<file path="src/rtl/mult_div_unit.sv">
// Shared multi-cycle multiply/divide engine: signed and unsigned MULT/DIV on WIDTH-bit
// operands, radix-2 shift-add multiply and restoring divide, with a busy/ready handshake.
module mult_div_unit #(
    parameter int WIDTH = 32
) (
    input  logic             clk,
    input  logic             reset,
    input  logic             start,
    input  logic [1:0]       op,
    input  logic [WIDTH-1:0] a,
    input  logic [WIDTH-1:0] b,
    output logic [WIDTH-1:0] hi,
    output logic [WIDTH-1:0] lo,
    output logic             busy,
    output logic             ready,
    output logic             div_zero
);

    localparam int CW = $clog2(WIDTH + 1);

    localparam logic [1:0] S_IDLE = 2'd0;
    localparam logic [1:0] S_CALC = 2'd1;
    localparam logic [1:0] S_FIX  = 2'd2;

    logic [1:0]         state;
    logic [CW-1:0]      count;
    logic               is_div;
    logic               neg_q;
    logic               neg_r;
    logic               dz_pend;
    logic [WIDTH-1:0]   opnd;
    logic [2*WIDTH-1:0] acc;

    logic               accept;
    logic               a_neg;
    logic               b_neg;
    logic [WIDTH-1:0]   mag_a;
    logic [WIDTH-1:0]   mag_b;
    logic [WIDTH:0]     msum;
    logic [WIDTH:0]     shifted;
    logic [WIDTH:0]     diff;
    logic [2*WIDTH-1:0] acc_next;
    logic [2*WIDTH-1:0] prod_fix;
    logic [WIDTH-1:0]   quo_fix;
    logic [WIDTH-1:0]   rem_fix;

    assign accept = (state == S_IDLE) && start && !dz_pend;
    assign busy   = (state != S_IDLE);

    // Operand magnitudes; op[0]=0 selects the signed variants.
    // NOTE: every variable driven here gets a value on every path, otherwise a latch is inferred.
    always_comb begin
        a_neg = ~op[0] & a[WIDTH-1];
        b_neg = ~op[0] & b[WIDTH-1];
        mag_a = a_neg ? -a : a;
        mag_b = b_neg ? -b : b;
    end

    // One iteration: acc holds {partial product, multiplier} or {remainder, dividend/quotient}.
    always_comb begin
        msum     = {1'b0, acc[2*WIDTH-1:WIDTH]} + (acc[0] ? {1'b0, opnd} : '0);
        shifted  = {acc[2*WIDTH-1:WIDTH], acc[WIDTH-1]};
        diff     = shifted - {1'b0, opnd};
        acc_next = {msum, acc[WIDTH-1:1]};
        if (is_div) begin
            if (shifted >= {1'b0, opnd}) begin
                acc_next = {diff[WIDTH-1:0], acc[WIDTH-2:0], 1'b1};
            end else begin
                acc_next = {shifted[WIDTH-1:0], acc[WIDTH-2:0], 1'b0};
            end
        end
    end

    always_comb begin
        prod_fix = neg_q ? -acc : acc;
        quo_fix  = neg_q ? -acc[WIDTH-1:0] : acc[WIDTH-1:0];
        rem_fix  = neg_r ? -acc[2*WIDTH-1:WIDTH] : acc[2*WIDTH-1:WIDTH];
    end

    // NOTE: sequential state uses non-blocking assignments so every register samples pre-edge values.
    always_ff @(posedge clk) begin
        if (reset) begin
            state    <= S_IDLE;
            hi       <= '0;
            lo       <= '0;
            ready    <= 1'b0;
            div_zero <= 1'b0;
            dz_pend  <= 1'b0;
        end else begin
            ready    <= dz_pend;
            div_zero <= dz_pend;
            dz_pend  <= 1'b0;
            case (state)
                S_IDLE: begin
                    if (accept) begin
                        if (op[1] && (b == '0)) begin
                            dz_pend <= 1'b1;
                        end else begin
                            state <= S_CALC;
                        end
                    end
                end
                S_CALC: begin
                    if (count == CW'(WIDTH - 1)) begin
                        state <= S_FIX;
                    end
                end
                S_FIX: begin
                    state <= S_IDLE;
                    ready <= 1'b1;
                    if (is_div) begin
                        hi <= rem_fix;
                        lo <= quo_fix;
                    end else begin
                        {hi, lo} <= prod_fix;
                    end
                end
                default: state <= S_IDLE;
            endcase
        end
    end

    // NOTE: datapath registers are always loaded on the accepting edge before use, so they carry no reset.
    always_ff @(posedge clk) begin
        if (accept) begin
            acc    <= {{WIDTH{1'b0}}, mag_a};
            opnd   <= mag_b;
            is_div <= op[1];
            neg_q  <= a_neg ^ b_neg;
            neg_r  <= a_neg;
            count  <= '0;
        end else if (state == S_CALC) begin
            acc   <= acc_next;
            count <= count + 1'b1;
        end
    end

endmodule

</file>
<file path="config.mk">
export PLATFORM = sky130hd
export DESIGN_NAME = mult_div_unit
export DESIGN_NICKNAME = d
export VERILOG_FILES = /design/src/rtl/mult_div_unit.sv
export SDC_FILE = /design/constraint.sdc
export NUM_CORES = 1
export LEC_CHECK = 0
export CORE_MARGIN = 2
export CORE_UTILIZATION = 59
export DETAILED_ROUTE_END_ITERATION = 10
export GPL_TIMING_DRIVEN = 0
export HOLD_SLACK_MARGIN = 0.1
export PLACE_DENSITY = 0.83
export RECOVER_POWER = 50
export SYNTH_ARGS = -nofsm -noshare
export SYNTH_HDL_FRONTEND = slang
export SYNTH_SLANG_ARGS = --single-unit
export TNS_END_PERCENT = 10
</file>
<file path="constraint.sdc">
create_clock -name clk -period 4.35 [get_ports clk]
set_clock_uncertainty 0.1 [all_clocks]
set_input_delay 0.435 -clock clk [delete_from_list [all_inputs] [get_ports clk]]
set_output_delay 0.435 -clock clk [all_outputs]
set_load 0.03 [all_outputs]
</file>
==> summary.md <==
| Metric | Value |
|---|---|
| WL met3 | 4.780 mm |
| Outcome | completed |
| WL final | between 40 and 50 mm |
| First-pass GRT wire length | between 60 and 70 mm |
| Total gr overflow | 0 |
| H-Tree Depth | 4 |
| Syn nets | about 1.8k |
| Crit-path max FO | 10 |
| Ant diodes | 0 |
| Most common cell after layout, fill and taps aside | nor2_1 |
| Core area | approximately 22000 um2 |
| Max-Slew Margin vs Limit | a little over a third |
| Vias in the first global route | approximately 13k |
| DP HPWL | between 30 and 40 mm |
| TritonCTS Sinks | roughly 170 |
| DRT met1 WL | 18.97 mm |
| Commonest non-fill, non-tap cells in the layout | nor2_1, nand2_1, a21oi_1 |
| Height of the die | 154.5 um |
| Worst Hold Class | register to register |
| GPL Wtd Cong | ~1.0 |
| Warnings, synthesis | 0 |
| Post-synth EDFFs | 67 |
| Tmin final | around 4.2 ns |
| Clk buf depth | 2 |
| Reg clk slew, reported paths | roughly 0.080 ns |
| Total die area | 23870 um2 |
| Initial Utilization | roughly 60% |
| Setup TNS | 0 ns |
| DR DRC count | 0 |
| Worst setup EP type | register |
| Mapped Cells | between 1.5k and 2k |
| Startpoint type of the worst setup path | register |
| WL/cell | between 20 and 25 um |
| Layout cells sized above 1 | ~5.5% |
| Port Buf Inserts | between 100 and 150 |
| Highest Clock Rate | between 200 and 250 MHz |
| Placed cells | between 2k and 2.5k |
| Site Rows | between 50 and 60 |
| Worst VDD drop | slightly below 300 uV |
| Routed vias | between 10k and 15k |
| Final Cycle Share | ~96% |
| Max Slew Vio Count | 0 |
| Met2 Wirelength | 19.19 mm |
| Hold buffers post-CTS | 0 |
| Crit path required time | roughly 4.6 ns |
| Top Layer Used | met4 |
| Pre-antenna DRT Iters | 8 |
| TritonCTS buffer count | 17 |
| Unrepaired setup endpoints after global routing | yes |
| Largest net degree at the start of global routing | 45 |
| WS Path Type | register to register |
| Synth Register Bits | about 170 |
| Final hold violation count | 0 |
| CTS tree | yes |
| DRT antenna net count | 0 |
| Total track usage | between 30% and 40% |
| Main synth FF type | dfxtp_1 |
| Initial antenna violation count | 0 |
| Final Net Count | 1929 |
| Synth unique cells | 82 |
| Setup violators final | 0 |
| Leakage power | between 6 and 7 nW |
| Ys async rst share | 0% |
| Vias per inst | between 6 and 7 |
| Least-Margin Pin Slew | slightly below 1 ns |
| Pwr Density | approximately 380 nW/um2 |
| Die W | between 150 and 200 um |
| Synth-to-Final Area Change | 17.72% |
| Root Driver | clkbuf_16 |
| Seq/Total Area, Yosys | 31.09% |
| Iter 0 DRT Violations | 1404 |
| Max Cap Viol | 0 |
| Worst EP arrival | about 4.4 ns |
| Finished Layout Cells | between 2k and 2.5k |
| Worst-skew pair later-pin latency | about 0.46 ns |
| Post-Synthesis Mean Instance Area | around 8.2 um2 |
| Num ports | ~140 |
| Cell Area, Synth | between 10000 and 15000 um2 |
==> kinds of logic (layout without fill, tap and decap cells) <==
kind of cell / count (synthesis) / count (layout) / synth area share [%]
multiplexers: 44 / 44 / 3.390
AO/OA/AOI/OAI: 516 / 516 / 24.45
flip-flops: 174 / 174 / 31.09
AND/OR/NAND/NOR: 517 / 517 / 18.97
adder cells (fa/ha/maj): 71 / 71 / 6.761
XOR/XNOR: 171 / 171 / 11.21
buffers and inverters: 142 / 309 / 4.130
==> stage by stage <==
stage | hold WS (ns) | instance area, um2 | util [%] | total power [mW] | setup slack (ns)
global placement | 0.3391 | 15060 | 67.13 | 4.232 | -0.1444
global route | 0.3770 | 15730 | 70.11 | 6.229 | -0.06101
CTS | 0.3526 | 15710 | 70.04 | 5.879 | 0.1591
floorplan | 0.3245 | 13360 | - | 3.577 | 1.174
detailed placement | 0.3423 | 15060 | 67.13 | 4.269 | -0.1192
finish | 0.3466 | 15730 | 70.11 | 5.984 | 0.1601
==> per-layer routing <==
metal	global-route usage (%)	vias to the layer above
li1	-	6327
met1	51.39	6319
met2	56.70	734
met3	6.837	103
met4	12.92	0
met5	0	-
==> worst max-delay path, stage by stage (launching register included) <==
cell      delay [ns]
edfxtp_1        0.52
inv_1           0.28
clkbuf_1        0.42
nor2_1          0.11
ha_1            0.36
o211ai_1        0.12
o211ai_1        0.28
a31o_2          0.26
a211oi_4        0.11
o311ai_0        0.42
o211ai_1        0.29
o31ai_1         0.34
mux2i_1         0.33
a31oi_1         0.12
==> area by class of cell <==
cell class                 count  area (um2)
multi-input combinational   1319        8686
fill                        1858        6705
sequential                   174        4154
timing repair buffer         135        1349
clock buffer                  17       425.4
tap                          285       356.6
buffer                        87       347.8
inverter                      55       206.4
clock inverter                15       203.9
==> synth_stat cells, drive strengths merged, types with 20 or more instances <==
cell    number  share of area (%)
a211oi      62                3.6
nor2       173                4.9
nand3       33                1.3
o21ai      149                5.7
xnor2       80                5.2
nor3        34                1.5
xor2        91                6.0
ha          69                6.5
mux2i       34                2.5
clkbuf      75                2.1
a21o        23                1.3
a21oi      144                5.4
inv         55                1.5
nand2      149                4.2
edfxtp      67                 15
dfxtp      107                 16
o31ai       25                1.5
o41ai       20                1.5
==> path summary, 6_finish.rpt <==
| check | from | endpoint | slack, ns | depth (start not counted) |
|---|---|---|---|---|
| min reg2reg | hi[22]$_SDFFE_PP0P_ | hi[22]$_SDFFE_PP0P_ | 0.35 | 2 |
| max | acc[0]$_DFFE_PP_ | acc[59]$_SDFFE_PP0P_ | 0.16 | 13 |
| min | hi[22]$_SDFFE_PP0P_ | hi[22]$_SDFFE_PP0P_ | 0.35 | 2 |
| max reg2reg | acc[0]$_DFFE_PP_ | acc[59]$_SDFFE_PP0P_ | 0.16 | 13 |
==> state kept, by name, summed over array words and instances (netlist names) <==
signal and flops:
dz_pend 1, count 6, div_zero 1, state 2, opnd 32, hi 32, lo 32, neg_r 1
ready 1, is_div 1, acc 64, neg_q 1
==> power breakdown <==
group          leakage, nW  switching, mW  internal, mW
Clock                0.303          0.846         0.798
Combinational         4.36           1.35         0.853
Sequential            1.53          0.286          1.85
Total                 6.19           2.48          3.50
==> repair_timing <==
item | 4_1_cts | 5_1_grt
endpoints found under the setup margin | 4 | 9
resized for setup | 2 | 5
setup buffers | 1 | 0
pin swaps | 1 | 0
hold endpoints to repair | 0 | 0
Note: power is estimated with default switching activity, not from simulation.
